$ cat src/rtl/addsub15_pipe_stage.sv
// ---------------------------------------------------------------------------
// addsub15_pipe_stage
//
// Purpose:
//   Two-stage pipelined wrapper around a 15-bit carry-lookahead add/subtract
//   core. Stage 1 registers operands accepted on a valid/ready handshake and
//   feeds the combinational core. Stage 2 captures sum, carry out and signed
//   overflow into a result register that is offered on a valid/ready output
//   handshake. The block also keeps a sticky overflow flag and a count of
//   results accepted downstream.
//
// Optional feature (macro ADDSUB15_SAT_EN):
//   When defined, an overflowing result is replaced by the saturated value
//   15'h3FFF (A non-negative) or 15'h4000 (A negative) before the stage-2
//   register. out_ovf still reports the overflow. When undefined, out_s is
//   the wrapped core result and no saturation logic exists.
//
// Ports:
//   clk, rst_n            clock (rising edge), async active-low reset
//   in_valid / in_ready   operand beat handshake (in_ready combinational)
//   in_a, in_b            15-bit two's complement operands
//   in_mode               0 = A+B, 1 = A-B
//   in_tag                opaque tag returned with the result
//   out_valid / out_ready result beat handshake
//   out_s, out_cout       sum/difference and core carry out (NOT-borrow on sub)
//   out_ovf, out_tag      signed overflow and tag of the presented result
//   sticky_ovf            set when any overflowing result is accepted
//   clr_sticky            synchronous clear of sticky_ovf (a set wins)
//   op_count              results accepted downstream, wraps at 2^CNT_W
// ---------------------------------------------------------------------------
module addsub15_pipe_stage #(
  parameter int TAG_W = 4,
  parameter int CNT_W = 16
) (
  input  logic             clk,
  input  logic             rst_n,
  input  logic             in_valid,
  output logic             in_ready,
  input  logic [14:0]      in_a,
  input  logic [14:0]      in_b,
  input  logic             in_mode,
  input  logic [TAG_W-1:0] in_tag,
  output logic             out_valid,
  input  logic             out_ready,
  output logic [14:0]      out_s,
  output logic             out_cout,
  output logic             out_ovf,
  output logic [TAG_W-1:0] out_tag,
  output logic             sticky_ovf,
  input  logic             clr_sticky,
  output logic [CNT_W-1:0] op_count
);

  // Block carry-lookahead adder: three 5-bit groups. Group generate/propagate
  // terms feed a lookahead unit producing each group's carry-in, so the long
  // carry path crosses groups in one level instead of rippling 15 bits.
  // Returns {carry_out, sum[14:0]}.
  function automatic logic [15:0] cla15(input logic [14:0] a,
                                        input logic [14:0] b,
                                        input logic        cin);
    logic [14:0] g;
    logic [14:0] p;
    logic [14:0] s;
    logic [2:0]  gg;
    logic [2:0]  gp;
    logic [3:0]  gc;
    logic        c;
    int          idx;
    g = a & b;
    p = a ^ b;
    s = 15'h0000;
    for (int j = 0; j < 3; j++) begin
      gg[j] = 1'b0;
      gp[j] = 1'b1;
      for (int k = 0; k < 5; k++) begin
        idx   = j * 5 + k;
        gg[j] = g[idx] | (p[idx] & gg[j]);
        gp[j] = gp[j] & p[idx];
      end
    end
    gc[0] = cin;
    gc[1] = gg[0] | (gp[0] & gc[0]);
    gc[2] = gg[1] | (gp[1] & gg[0]) | (gp[1] & gp[0] & gc[0]);
    gc[3] = gg[2] | (gp[2] & gg[1]) | (gp[2] & gp[1] & gg[0])
          | (gp[2] & gp[1] & gp[0] & gc[0]);
    for (int j = 0; j < 3; j++) begin
      c = gc[j];
      for (int k = 0; k < 5; k++) begin
        idx    = j * 5 + k;
        s[idx] = p[idx] ^ c;
        c      = g[idx] | (p[idx] & c);
      end
    end
    return {gc[3], s};
  endfunction

  // Stage 1 (operand) registers
  logic             r_s1_valid;
  logic [14:0]      r_a;
  logic [14:0]      r_b;
  logic             r_mode;
  logic [TAG_W-1:0] r_tag;

  // Stage 2 (result) registers and status
  logic             r_out_valid;
  logic [14:0]      r_out_s;
  logic             r_out_cout;
  logic             r_out_ovf;
  logic [TAG_W-1:0] r_out_tag;
  logic             r_sticky;
  logic [CNT_W-1:0] r_op_count;

  // Combinational datapath / control
  logic        w_stall1;
  logic        w_stall2;
  logic        w_out_xfer;
  logic [14:0] w_b_eff;
  logic [15:0] w_sum;
  logic        w_ovf;
  logic [14:0] w_s_final;

  assign w_stall2   = r_out_valid & ~out_ready;
  assign w_stall1   = r_s1_valid & w_stall2;
  assign w_out_xfer = r_out_valid & out_ready;
  assign in_ready   = ~w_stall1;

  // Subtract is A + ~B + 1: invert B and inject mode as the carry in.
  assign w_b_eff = r_b ^ {15{r_mode}};
  assign w_sum   = cla15(r_a, w_b_eff, r_mode);
  // Overflow: effective operands agree in sign but the result does not.
  assign w_ovf   = (r_a[14] == w_b_eff[14]) & (w_sum[14] != r_a[14]);

`ifdef ADDSUB15_SAT_EN
  // Saturation mux ahead of the result register; direction follows A's sign.
  always_comb begin
    w_s_final = w_sum[14:0];
    if (w_ovf) begin
      if (r_a[14]) begin
        w_s_final = 15'h4000;
      end else begin
        w_s_final = 15'h3FFF;
      end
    end else begin
      w_s_final = w_sum[14:0];
    end
  end
`else
  assign w_s_final = w_sum[14:0];
`endif

  // Stage 1: capture the input beat whenever stage 1 is not held.
  always_ff @(posedge clk or negedge rst_n) begin
    if (!rst_n) begin
      r_s1_valid <= 1'b0;
      r_a        <= 15'h0000;
      r_b        <= 15'h0000;
      r_mode     <= 1'b0;
      r_tag      <= '0;
    end else if (!w_stall1) begin
      r_s1_valid <= in_valid;
      if (in_valid) begin
        r_a    <= in_a;
        r_b    <= in_b;
        r_mode <= in_mode;
        r_tag  <= in_tag;
      end
    end
  end

  // Stage 2: capture core results whenever the result register is free or draining.
  always_ff @(posedge clk or negedge rst_n) begin
    if (!rst_n) begin
      r_out_valid <= 1'b0;
      r_out_s     <= 15'h0000;
      r_out_cout  <= 1'b0;
      r_out_ovf   <= 1'b0;
      r_out_tag   <= '0;
    end else if (!w_stall2) begin
      r_out_valid <= r_s1_valid;
      r_out_s     <= w_s_final;
      r_out_cout  <= w_sum[15];
      r_out_ovf   <= w_ovf;
      r_out_tag   <= r_tag;
    end
  end

  // Sticky overflow: an accepted overflowing result takes priority over clear.
  always_ff @(posedge clk or negedge rst_n) begin
    if (!rst_n) begin
      r_sticky <= 1'b0;
    end else if (w_out_xfer && r_out_ovf) begin
      r_sticky <= 1'b1;
    end else if (clr_sticky) begin
      r_sticky <= 1'b0;
    end
  end

  // Completed-operation counter, wraps naturally at 2^CNT_W.
  always_ff @(posedge clk or negedge rst_n) begin
    if (!rst_n) begin
      r_op_count <= '0;
    end else if (w_out_xfer) begin
      r_op_count <= r_op_count + CNT_W'(1);
    end
  end

  assign out_valid  = r_out_valid;
  assign out_s      = r_out_s;
  assign out_cout   = r_out_cout;
  assign out_ovf    = r_out_ovf;
  assign out_tag    = r_out_tag;
  assign sticky_ovf = r_sticky;
  assign op_count   = r_op_count;

endmodule

$ cat config.mk
export PLATFORM = sky130hd
export DESIGN_NAME = addsub15_pipe_stage
export DESIGN_NICKNAME = d
export VERILOG_FILES = /design/src/rtl/addsub15_pipe_stage.sv
export SDC_FILE = /design/constraint.sdc
export NUM_CORES = 1
export LEC_CHECK = 0
export CORE_ASPECT_RATIO = 1.4
export CORE_MARGIN = 5
export CORE_UTILIZATION = 45
export CTS_BUF_LIST = sky130_fd_sc_hd__clkbuf_16
export DETAILED_ROUTE_END_ITERATION = 10
export PLACE_DENSITY = 0.8
export SLEW_MARGIN = 20
export SYNTH_ARGS = -nofsm -noshare
export SYNTH_HDL_FRONTEND = slang
export SYNTH_SLANG_ARGS = --single-unit
$ cat constraint.sdc
create_clock -name clk -period 4.8 [get_ports clk]
set_input_delay 1.2 -clock clk [delete_from_list [all_inputs] [get_ports clk]]
set_output_delay 1.2 -clock clk [all_outputs]
set_load 0.03 [all_outputs]
==> flow_summary.json <==
{
  "grt_overflow": 0,
  "cp.required_ps": 5040,
  "critical_path.startpoint": "r_mode",
  "die_w_um": 88.4,
  "maxCapViolations": 0,
  "cts_setup_buffers": 0,
  "cts_hold_buf": 0,
  "clk_pin_slew_ps": 60,
  "slew_headroom_pct": 32.8,
  "dp.cells": 486,
  "finish.instance_area_mm2": 0.00504,
  "drt-vias-per-instance": 4.93,
  "drc": 0,
  "yosysWarnings": 0,
  "cp.arrival_ps": 4310,
  "synth_seq_cells": 75,
  "criticalPathCategory": "flip-flop to flip-flop",
  "drtIter0Drc": 116,
  "syn_inst": 311,
  "total_leakage_power_nw": 2.36,
  "slowest_delay_ps": 890,
  "tightest_slew_ps": 1010,
  "ant_nets": 0,
  "cts-buffers-inserted": 9,
  "ff2ff_setup_slack_ps": 730,
  "powerDensity_mw_per_mm2": 530,
  "wl_per_cell_um": 14.8,
  "finalNonFillerCells": 502,
  "cp_cell_sequence": "xor2_1 -> ha_1 -> nand3_1 -> a21oi_1 -> o21a_1 -> nor2_1 -> fa_1 -> fa_1 -> fa_1 -> fa_1 -> xor2_1 -> o31ai_1",
  "initial_utilization_pct": 45.5,
  "cts_resized": 0,
  "nets": 459,
  "synthToLayoutAreaGrowth_pct": 30.0,
  "synth_top_area_cell": "dfrtp_1",
  "dpl_cell_area_mm2": 0.00470,
  "maxSlewViolCount": 0,
  "r2r_cells": 12,
  "netlist_top_cells_count": "dfrtp_1 (75), mux2_4 (30), inv_1 (25), nand2_1 (23), xor2_1 (22)",
  "setup_total_negative_slack_ps": 0,
  "synth_edf_count": 0,
  "ys.flop_type": "dfrtp_1",
  "gp_congestion": 0.829,
  "cts_buffer_depth": 2,
  "end_kind": "flip-flop",
  "antenna_cells": 0,
  "row_count": 40,
  "grt.total_usage_pct": 15.5,
  "die_height_um": 120,
  "fin_skew_ps": 7.70,
  "io_pins": 80,
  "portBuffers": 79,
  "crit_slowest_cell": "dfrtp_1",
  "synth_area_leaders": "dfrtp_1 (48%), mux2_4 (12%), fa_1 (5.7%)",
  "cpMostUsedCell": "fa_1",
  "fmax_ghz": 0.245,
  "clock-sinks": 75,
  "cts_root_buffer": "clkbuf_16",
  "syn_nets": 378,
  "finalCritPeriodShare_pct": 84.9,
  "min_period_ps": 4070,
  "antenna_found_initial": 0,
  "status": "finished clean",
  "min_path_type": "flip-flop to flip-flop",
  "r2r-end": "out_ovf",
  "netlist_area_mm2": 0.00387,
  "core-area_mm2": 0.00851,
  "ir_drop_mv": 0.303,
  "clk_latency_ps": 330,
  "hold_violations": 0,
  "grt_setup_unrepaired": "false",
  "dp_hpwl_um": 5540,
  "setup_viol": 0,
  "htreeDepth": 3,
  "synth.avg_cell_area_um2": 12.5,
  "yosys.cell_types.count": 36,
  "holdPathStages": 1,
  "dr.pass1.iters": 4,
  "synth_top_area_share_pct": 48.5,
  "grt_max_degree": 76,
  "worstSetupStartpointType": "flip-flop",
  "via_count": 2474,
  "die_area_mm2": 0.0106,
  "synth_most_common_cell": "dfrtp_1",
  "grt_pass1_vias": 2572,
  "cp_max_fo": 19,
  "drive_gt1_share_pct": 13.9,
  "yosysSeqAreaShare_pct": 48.5,
  "r2r_start": "r_mode",
  "grt_pass1_wl_um": 12500,
  "crit_path_end": "out_ovf",
  "drt-total-wl_um": 7430,
  "postSynth.asyncResetShare_pct": 100,
  "tritoncts": "built"
}
-- cell type report --
class	instances	area (um^2)
fillers	696	3470
repair buffers	80	796
clock inverters	7	110
flip-flops and latches	75	1880
well taps	105	131
inverters	25	93.8
multi-input cells	201	1800
clock buffers	9	225
-- flip-flops by register name, summed over array words and instances (netlist names) --
signal and cells:
sticky_ovf 1, out_cout 1, r_a 15, out_valid 1
r_mode 1, out_ovf 1, op_count 16, r_tag 4
r_s1_valid 1, out_tag 4, r_b 15, out_s 15
-- per-stage QoR --
step / util [%] / power, W / setup slack, ps / hold slack [ps]
floorplan: - / 0.00156 / 1180 / 440
global placement: 55.3 / 0.00191 / 859 / 452
detailed placement: 55.3 / 0.00194 / 738 / 459
CTS: 59.2 / 0.00271 / 724 / 474
global route: 59.2 / 0.00283 / 430 / 489
finish: 59.2 / 0.00267 / 725 / 474
-- placed cells by master, fill, tap and decap left out, types with 2 or more instances in the layout --
cell / count
clkdlybuf4s50_1: 78
dfrtp_1: 75
mux2_4: 30
inv_1: 28
nand2_1: 23
xor2_1: 22
a21oi_1: 20
nor2_1: 20
ha_1: 16
xnor2_1: 13
nand3_1: 12
fa_1: 11
clkbuf_16: 9
mux2_2: 6
and3_1: 4
bufinv_16: 3
a21o_1: 2
or2b_1: 2
o21ai_0: 2
and4_1: 2
nand4_1: 2
buf_4: 2
-- metal layers --
| layer | global-route usage (%) | routed length, um | vias to the layer above |
|---|---|---|---|
| met3 | 3.02 | 440 | 16 |
| li1 | - | - | 1199 |
| met4 | 7.94 | 199 | 0 |
| met1 | 19.1 | 2990 | 1192 |
| met5 | 0 | 0 | - |
| met2 | 25.2 | 3800 | 67 |
-- power breakdown --
part / internal (W) / total (W) / switching (W)
sequential: 0.000786 / 0.000919 / 0.000134
combinational: 0.000470 / 0.00100 / 0.000534
clock: 0.000502 / 0.000746 / 0.000243
-- how the worst min path moves through the flow --
stage                      start      endpoint  slack, ps
global route        op_count[15]  op_count[15]        490
CTS                     r_tag[0]    out_tag[0]        470
floorplan               r_tag[0]    out_tag[0]        440
finish              op_count[15]  op_count[15]        470
detailed placement      r_tag[0]    out_tag[0]        460
global placement        r_tag[3]    out_tag[3]        450
-- critical path, delay by kind of cell, from the launching register on --
family / cells / cell delay, ps
adders and majority gates: 5 / 1950
xor gates and xnor gates: 2 / 360
DFF: 1 / 890
and+or+nand+nor: 2 / 120
AOI/OAI and AO/OA: 3 / 650
-- kinds of logic (layout without fill, tap and decap cells) --
| group | count (synthesis) | after routing | share of synthesized area (%) |
|---|---|---|---|
| XOR/XNOR | 35 | 35 | 7.92 |
| buffers and inverters | 35 | 121 | 4.98 |
| flip-flops | 75 | 75 | 48.5 |
| AND/OR/NAND/NOR | 72 | 72 | 9.69 |
| AO/OA/AOI/OAI | 30 | 30 | 4.46 |
| adder cells (fa/ha/maj) | 27 | 27 | 10.9 |
| multiplexers | 37 | 37 | 13.6 |
No activity file was read; power rests on OpenSTA's default activity.
